--- src/rtl/branch_trace_sequencer.sv ---
// Buffers (ip, outcome) branch records, issues them to the predictor
// and scores the returned predictions in saturating counters.
module branch_trace_sequencer #(
  parameter int IP_W       = 64,
  parameter int FIFO_DEPTH = 4,
  parameter int CNT_W      = 32
) (
  input  logic             clk,
  input  logic             reset_n,
  input  logic             in_valid,
  output logic             in_ready,
  input  logic [IP_W-1:0]  in_ip,
  input  logic             in_taken,
  output logic             pred_ip_valid,
  output logic [IP_W-1:0]  pred_ip,
  output logic             pred_taken,
  input  logic             pred_prediction,
  input  logic             clear_stats,
  output logic [CNT_W-1:0] branch_count,
  output logic [CNT_W-1:0] mispredict_count,
  output logic             mispredict_pulse,
  output logic             busy
);

  localparam int AW = $clog2(FIFO_DEPTH);
  localparam logic [CNT_W-1:0] CNT_MAX = '1;

  logic [IP_W-1:0]       mem_ip_q [FIFO_DEPTH];
  logic [FIFO_DEPTH-1:0] mem_tk_q;

  logic [AW:0] wr_ptr_q, wr_ptr_d;
  logic [AW:0] rd_ptr_q, rd_ptr_d;

  logic            pred_ip_valid_q, pred_ip_valid_d;
  logic [IP_W-1:0] pred_ip_q, pred_ip_d;
  logic            s1_taken_q, s1_taken_d;
  logic            s1_valid_q, s1_valid_d;
  logic            pred_taken_q, pred_taken_d;
  logic            s2_valid_q, s2_valid_d;

  logic [CNT_W-1:0] branch_count_q, branch_count_d;
  logic [CNT_W-1:0] mispredict_count_q, mispredict_count_d;
  logic             mispredict_pulse_q, mispredict_pulse_d;
  logic [CNT_W-1:0] br_base, mis_base;

  logic empty, full, push, pop, mispredict;

  // Extra MSB on the pointers separates full from empty.
  assign empty = (wr_ptr_q == rd_ptr_q);
  assign full  = (wr_ptr_q[AW] != rd_ptr_q[AW]) &&
                 (wr_ptr_q[AW-1:0] == rd_ptr_q[AW-1:0]);
  assign push  = in_valid && !full;
  assign pop   = !empty;

  always_comb begin
    wr_ptr_d        = wr_ptr_q + (AW+1)'(push);
    rd_ptr_d        = rd_ptr_q + (AW+1)'(pop);
    pred_ip_valid_d = pop;
    pred_ip_d       = pred_ip_q;
    s1_taken_d      = s1_taken_q;
    s1_valid_d      = pop;
    if (pop) begin
      pred_ip_d  = mem_ip_q[rd_ptr_q[AW-1:0]];
      s1_taken_d = mem_tk_q[rd_ptr_q[AW-1:0]];
    end
    pred_taken_d = s1_valid_q & s1_taken_q;
    s2_valid_d   = s1_valid_q;
  end

  // A clear coincident with a score restarts counting from that record.
  assign mispredict = (pred_prediction != pred_taken_q);

  always_comb begin
    br_base            = clear_stats ? '0 : branch_count_q;
    mis_base           = clear_stats ? '0 : mispredict_count_q;
    branch_count_d     = br_base;
    mispredict_count_d = mis_base;
    mispredict_pulse_d = 1'b0;
    if (s2_valid_q) begin
      if (br_base != CNT_MAX)
        branch_count_d = br_base + CNT_W'(1);
      if (mispredict) begin
        mispredict_pulse_d = 1'b1;
        if (mis_base != CNT_MAX)
          mispredict_count_d = mis_base + CNT_W'(1);
      end
    end
  end

  always_ff @(posedge clk) begin
    if (push) begin
      mem_ip_q[wr_ptr_q[AW-1:0]] <= in_ip;
      mem_tk_q[wr_ptr_q[AW-1:0]] <= in_taken;
    end
  end

  always_ff @(posedge clk or negedge reset_n) begin
    if (!reset_n) begin
      wr_ptr_q           <= '0;
      rd_ptr_q           <= '0;
      pred_ip_valid_q    <= 1'b0;
      pred_ip_q          <= '0;
      s1_taken_q         <= 1'b0;
      s1_valid_q         <= 1'b0;
      pred_taken_q       <= 1'b0;
      s2_valid_q         <= 1'b0;
      branch_count_q     <= '0;
      mispredict_count_q <= '0;
      mispredict_pulse_q <= 1'b0;
    end else begin
      wr_ptr_q           <= wr_ptr_d;
      rd_ptr_q           <= rd_ptr_d;
      pred_ip_valid_q    <= pred_ip_valid_d;
      pred_ip_q          <= pred_ip_d;
      s1_taken_q         <= s1_taken_d;
      s1_valid_q         <= s1_valid_d;
      pred_taken_q       <= pred_taken_d;
      s2_valid_q         <= s2_valid_d;
      branch_count_q     <= branch_count_d;
      mispredict_count_q <= mispredict_count_d;
      mispredict_pulse_q <= mispredict_pulse_d;
    end
  end

  assign in_ready         = !full;
  assign pred_ip_valid    = pred_ip_valid_q;
  assign pred_ip          = pred_ip_q;
  assign pred_taken       = pred_taken_q;
  assign branch_count     = branch_count_q;
  assign mispredict_count = mispredict_count_q;
  assign mispredict_pulse = mispredict_pulse_q;
  assign busy             = !empty | s1_valid_q | s2_valid_q;

endmodule

--- config.mk ---
export PLATFORM = sky130hd
export DESIGN_NAME = branch_trace_sequencer
export DESIGN_NICKNAME = d
export VERILOG_FILES = /design/src/rtl/branch_trace_sequencer.sv
export SDC_FILE = /design/constraint.sdc
export NUM_CORES = 1
export LEC_CHECK = 0
export CORE_MARGIN = 3
export CORE_UTILIZATION = 59
export DETAILED_ROUTE_END_ITERATION = 12
export PLACE_DENSITY_LB_ADDON = 0.2
export SLEW_MARGIN = 20
export SYNTH_ARGS = -nofsm -noshare
export SYNTH_HDL_FRONTEND = slang
export SYNTH_SLANG_ARGS = --single-unit
--- constraint.sdc ---
create_clock -name clk -period 15.55 [get_ports clk]
set_input_delay 3.11 -clock clk [delete_from_list [all_inputs] [get_ports clk]]
set_output_delay 3.11 -clock clk [all_outputs]
set_load 0.05 [all_outputs]
* Word-level counts from Yosys, hierarchy flattened
Memories as Yosys holds them, arrays and structs flattened. A register that Yosys moved wholly into a read port is not among the register bits.
Index checks and enable logic that the tools add are counted.
** Word-level totals
- Flip-flop bits (word level) :: 79
- Memory bits (writable) :: 256
- Output and inout bits :: 133
- Memories :: 1
** Memory list
- mem_ip_q :: depth 4, bits a word 64, rd ports 1, clocked after Yosys merged registers in 1, write ports 1, RTL line 28 : logic [IP_W-1:0] mem_ip_q [FIFO_DEPTH];
** Cells by class
- $add $sub $neg :: 4
- $lt $le $gt $ge :: 3
- Equal/unequal tests :: 6
- Multiplexer cells :: 16
- Bitwise logic cells :: 3
- Reduce and logical (&&, ||, !) cells :: 7
** Operators with widths (number)
- two-way mux 32 bit :: 7
- adder 32 x 1 -> 32 bit (second input constant) :: 2
- inequality test 32 bit (second input constant) :: 2
- adder 3 x 1 -> 3 bit :: 2
- < comparator 2 x 3 -> 1 bit (second input constant) :: 2
- two-way mux 1 bit :: 6
- bitwise mux 4 bit :: 1
- logical NOT 1 bit :: 4
- == test 3 bit :: 1
- logical AND 1 bit :: 3
- binary-select mux 1 bit (select 2 bit) :: 1
- demux 1 bit (select 2 bit) :: 1
- == test 2 bit :: 1
- greater-or-equal comparator 2 x 1 -> 1 bit (second input constant) :: 1
- inequality test 1 bit :: 2
- OR 1 bit :: 2
- bitwise AND 1 bit :: 1

* Depth between registers and ports, before layout
- Depth after elaboration :: 6
- Mapped depth :: 11
- Mapped depth without buffers :: 8

* Worst setup path after synthesis
Ideal clock, no wire load.
- Path type :: input -> register
- From :: in in_valid
- To :: mem mem_ip_q[1][0], enable pin
- Setup time :: 0.581 ns
- Data arrival time :: 8.011 ns
- Required time :: 14.969 ns
- Slack :: 6.958 ns
- Cell stages on the path :: 2
- Buffers on the path :: 0
- Cell sequence :: nand2_1 nor3b_1
** Between the ends
- Word-level cells in the longest chain between the ends :: 3
** RTL lines
- start: declaration :: RTL line 10 : input logic in_valid,
- logical AND 1 bit :: RTL line 52 : assign push = in_valid && !full;
- two-way mux 1 bit :: RTL line 91 : if (push) begin
- two-way mux 1 bit (not written as such) :: RTL line 92 : mem_ip_q[wr_ptr_q[AW-1:0]] <= in_ip;
- end: declaration :: RTL line 28
Every way passes these cells.

* Final worst setup path
- From :: reg rd_ptr_q[1]
- To :: out busy
** Between the ends
- Word-level cells in the longest chain between the ends :: 4
** RTL lines
- start: declaration :: RTL line 32 : logic [AW:0] rd_ptr_q, rd_ptr_d;
- start signal: assignment :: RTL line 112 : rd_ptr_q <= rd_ptr_d;
- == test 3 bit :: RTL line 49 : assign empty = (wr_ptr_q == rd_ptr_q);
- logical NOT 1 bit :: RTL line 132 : assign busy = !empty | s1_valid_q | s2_valid_q;
- OR 1 bit (2 in a row) :: RTL line 132
- end: declaration :: RTL line 22 : output logic busy
Every way passes these cells.

==> run metrics <==
FMAX 0.151 GHz; Max clock buf depth 3; TritonCTS Buffers 40; CTS clk-pin slew, worst paths 0.06 ns; area fraction of the dominant cell type after synthesis 0.496; max incr delay on CP roughly 1.1 ns; Setup crit start kind register; overall routing resource usage 0.223; Yosys reg bits between 300 and 400; die extent in x ~170 um; critical path cell sequence xor2_1 -> or3_4 -> or3_1 -> clkdlybuf4s50_1; Yosys top cell by area edfxtp_1; TritonCTS clock tree yes; RSZ-0062 raised after global routing no; fillcell total 1,590; worst-margin pin slew ~1.1 ns; row count a little under 60; final hold viol count 0; PnR worst setup slack 8.93 ns; total wire length between 30,000 and 40,000 um; Root Buffer clkbuf_16; average vias per placed instance 5.95; post-route ant nets 0; synthesized area approximately 16,000 um2; slowest cell on the critical path dfrtp_4; non-filler cells, final 1,476; layout cell share with drive strength beyond 1 0.192; CP Capture Type output port; final setup fails 0; I/O pin cnt between 200 and 250; total power draw ~3.8 mW; antenna violations before repair 3; sequential share of the synthesized area 0.716; Port Buf Inserts between 200 and 250; Final GP Congestion between 0.8 and 0.9; crit path DAT approximately 3.5 ns; Final Max Slew Viols 0; Leak just under 7 nW; HPWL Detailed roughly 19,000 um; DIE HEIGHT between 150 and 200 um; status finished clean; VDD IR max slightly below 0.0002 V; Crit Path Max Fanout between 60 and 70; synth top area cells edfxtp_1 50%, dfrtp_1 22%, mux4_2 9.3%, mux2_2 4.9%, xnor2_1 1.4%; Max-slew headroom 0.292; Synth Flop Type edfxtp_1; Max Cap Viol 0; clock sink count 399; placed cell count around 1,400; fin crit period about 6.6 ns; via count between 8,000 and 9,000; initial core utilization 0.603; Seq. cell area 11,300 um2; DR iter-0 viols 957; area of the multi-input gates 4300 um2; total grt overflow 0; die area 28,700 um2; fin crit share 0.426; Pwr Density approximately 200 nW/um2; worst skew pair latency about 0.52 ns; pre-CTS setup slack 9.36 ns; Gate Count Post-Synth a little under 900; vias in the first global route between 8,000 and 9,000; postcts setup bufs 0; Yosys cell types 53; Core ar. roughly 26,000 um2; Ys Warns 0; Setup Skew roughly 0.013 ns; H-tree level count 2; drt wl/cell 21.2 um; Final #Nets between 1,000 and 1,500; worst hold slack between 0.4 and 0.5 ns; CP required about 12 ns; Post-synth EDFFs between 200 and 300; commonest cells after routing, fill and taps aside 260 x edfxtp_1, 200 x clkdlybuf4s50_1, 137 x dfrtp_1; Worst Setup Path Type register to output port; Fin Setup TNS 0 ns; Post-Syn Area per Cell approximately 18 um2; post-synthesis net count ~970; first drt pass iteration count 5; first-pass GRT wire length around 50,000 um; worst hold path class register to register; asr flop ratio synth 0.348; largest net degree at the start of global routing 84; DRC viols 0; Gates resized, CTS repair 0; commonest non-fill, non-tap cell in the layout edfxtp_1; Area Growth Syn to Fin 23.2%; post-cts hold buffer count 0
stage by stage:
stage	cell area, um2	util
final	19400	0.743
after CTS	19400	0.743
after global placement	18100	0.694
after floorplan	15800	-
after global routing	19400	0.743
after detailed placement	18100	0.694
synth_stat cells (all sizes together), types with 2 or more instances:
master,n
nor2b,18
a31oi,2
and4b,5
mux2,69
nor4,6
buf,21
clkbuf,18
or4,13
xnor2,25
o21ai,14
and2,6
a21oi,26
a211oi,4
o31ai,13
dfrtp,139
or3,15
nand4b,3
nand2,32
and3,11
nor3b,2
nand4,15
nand3,19
nor2,27
and4,9
nand2b,12
ha,5
xor2,8
edfxtp,260
inv,7
mux2i,2
nor3,7
mux4,65
a2111oi,4
logic make-up after synthesis:
family,Yosys count,synth area share
flops,399,0.716
simple gates,206,0.0778
xor+xnor,33,0.0183
compound gates,69,0.0274
fa+ha+maj,5,0.00397
mux,136,0.144
buf+inv,46,0.0124
worst paths after layout:
check / startpoint / endpoint / slack (ns) / cells past startpoint
setup / recovery: rd_ptr_q[1] / busy / 8.93 / 4
hold / removal: s1_valid_q / s2_valid_q / 0.45 / 0
setup reg to reg: rd_ptr_q[1] / mem_ip_q[3][57] / 12.50 / 6
hold reg to reg: s1_valid_q / s2_valid_q / 0.45 / 0
max in group asynchronous: reset_n / pred_ip[4] / 11.62 / 2
min in group asynchronous: reset_n / branch_count[31] / 2.66 / 1
registers in the layout, summed over array words and instances (netlist names), 3 cells and up:
signal,flops
branch_count,32
rd_ptr_q,3
mem_tk_q,4
mem_ip_q,256
wr_ptr_q,3
pred_ip,64
mispredict_count,32
power breakdown:
group / switching [mW] / internal [mW]
logic: 0.711 / 0.559
clock network: 0.384 / 0.543
registers: 0.173 / 1.43
total: 1.27 / 2.53
layout make-up:
class	count	area share
Sequential cell	399	0.582
Multi-Input combinational cell	449	0.221
Timing Repair Buffer	212	0.108
Clock buffer	54	0.0558
Tap cell	335	0.0216
Clock inverter	19	0.0101
Inverter	7	0.00135
Antenna cell	1	0.000129
worst max-delay path: cells and delay by family, from the launching register on:
kind,cells,cell delay (ns)
XOR/XNOR,1,0.18
AND/OR/NAND/NOR,2,0.98
flip-flops,1,1.09
buffers and inverters,1,0.70
layer usage:
metal | wire [um] | up-vias | track usage
met3 | 2040 | 43 | 0.0478
met4 | 535 | 4 | 0.0594
li1 | - | 3955 | -
met2 | 15700 | 267 | 0.373
met1 | 12900 | 4512 | 0.304
met5 | 26 | - | 0
(Power assumes the default switching activity.)
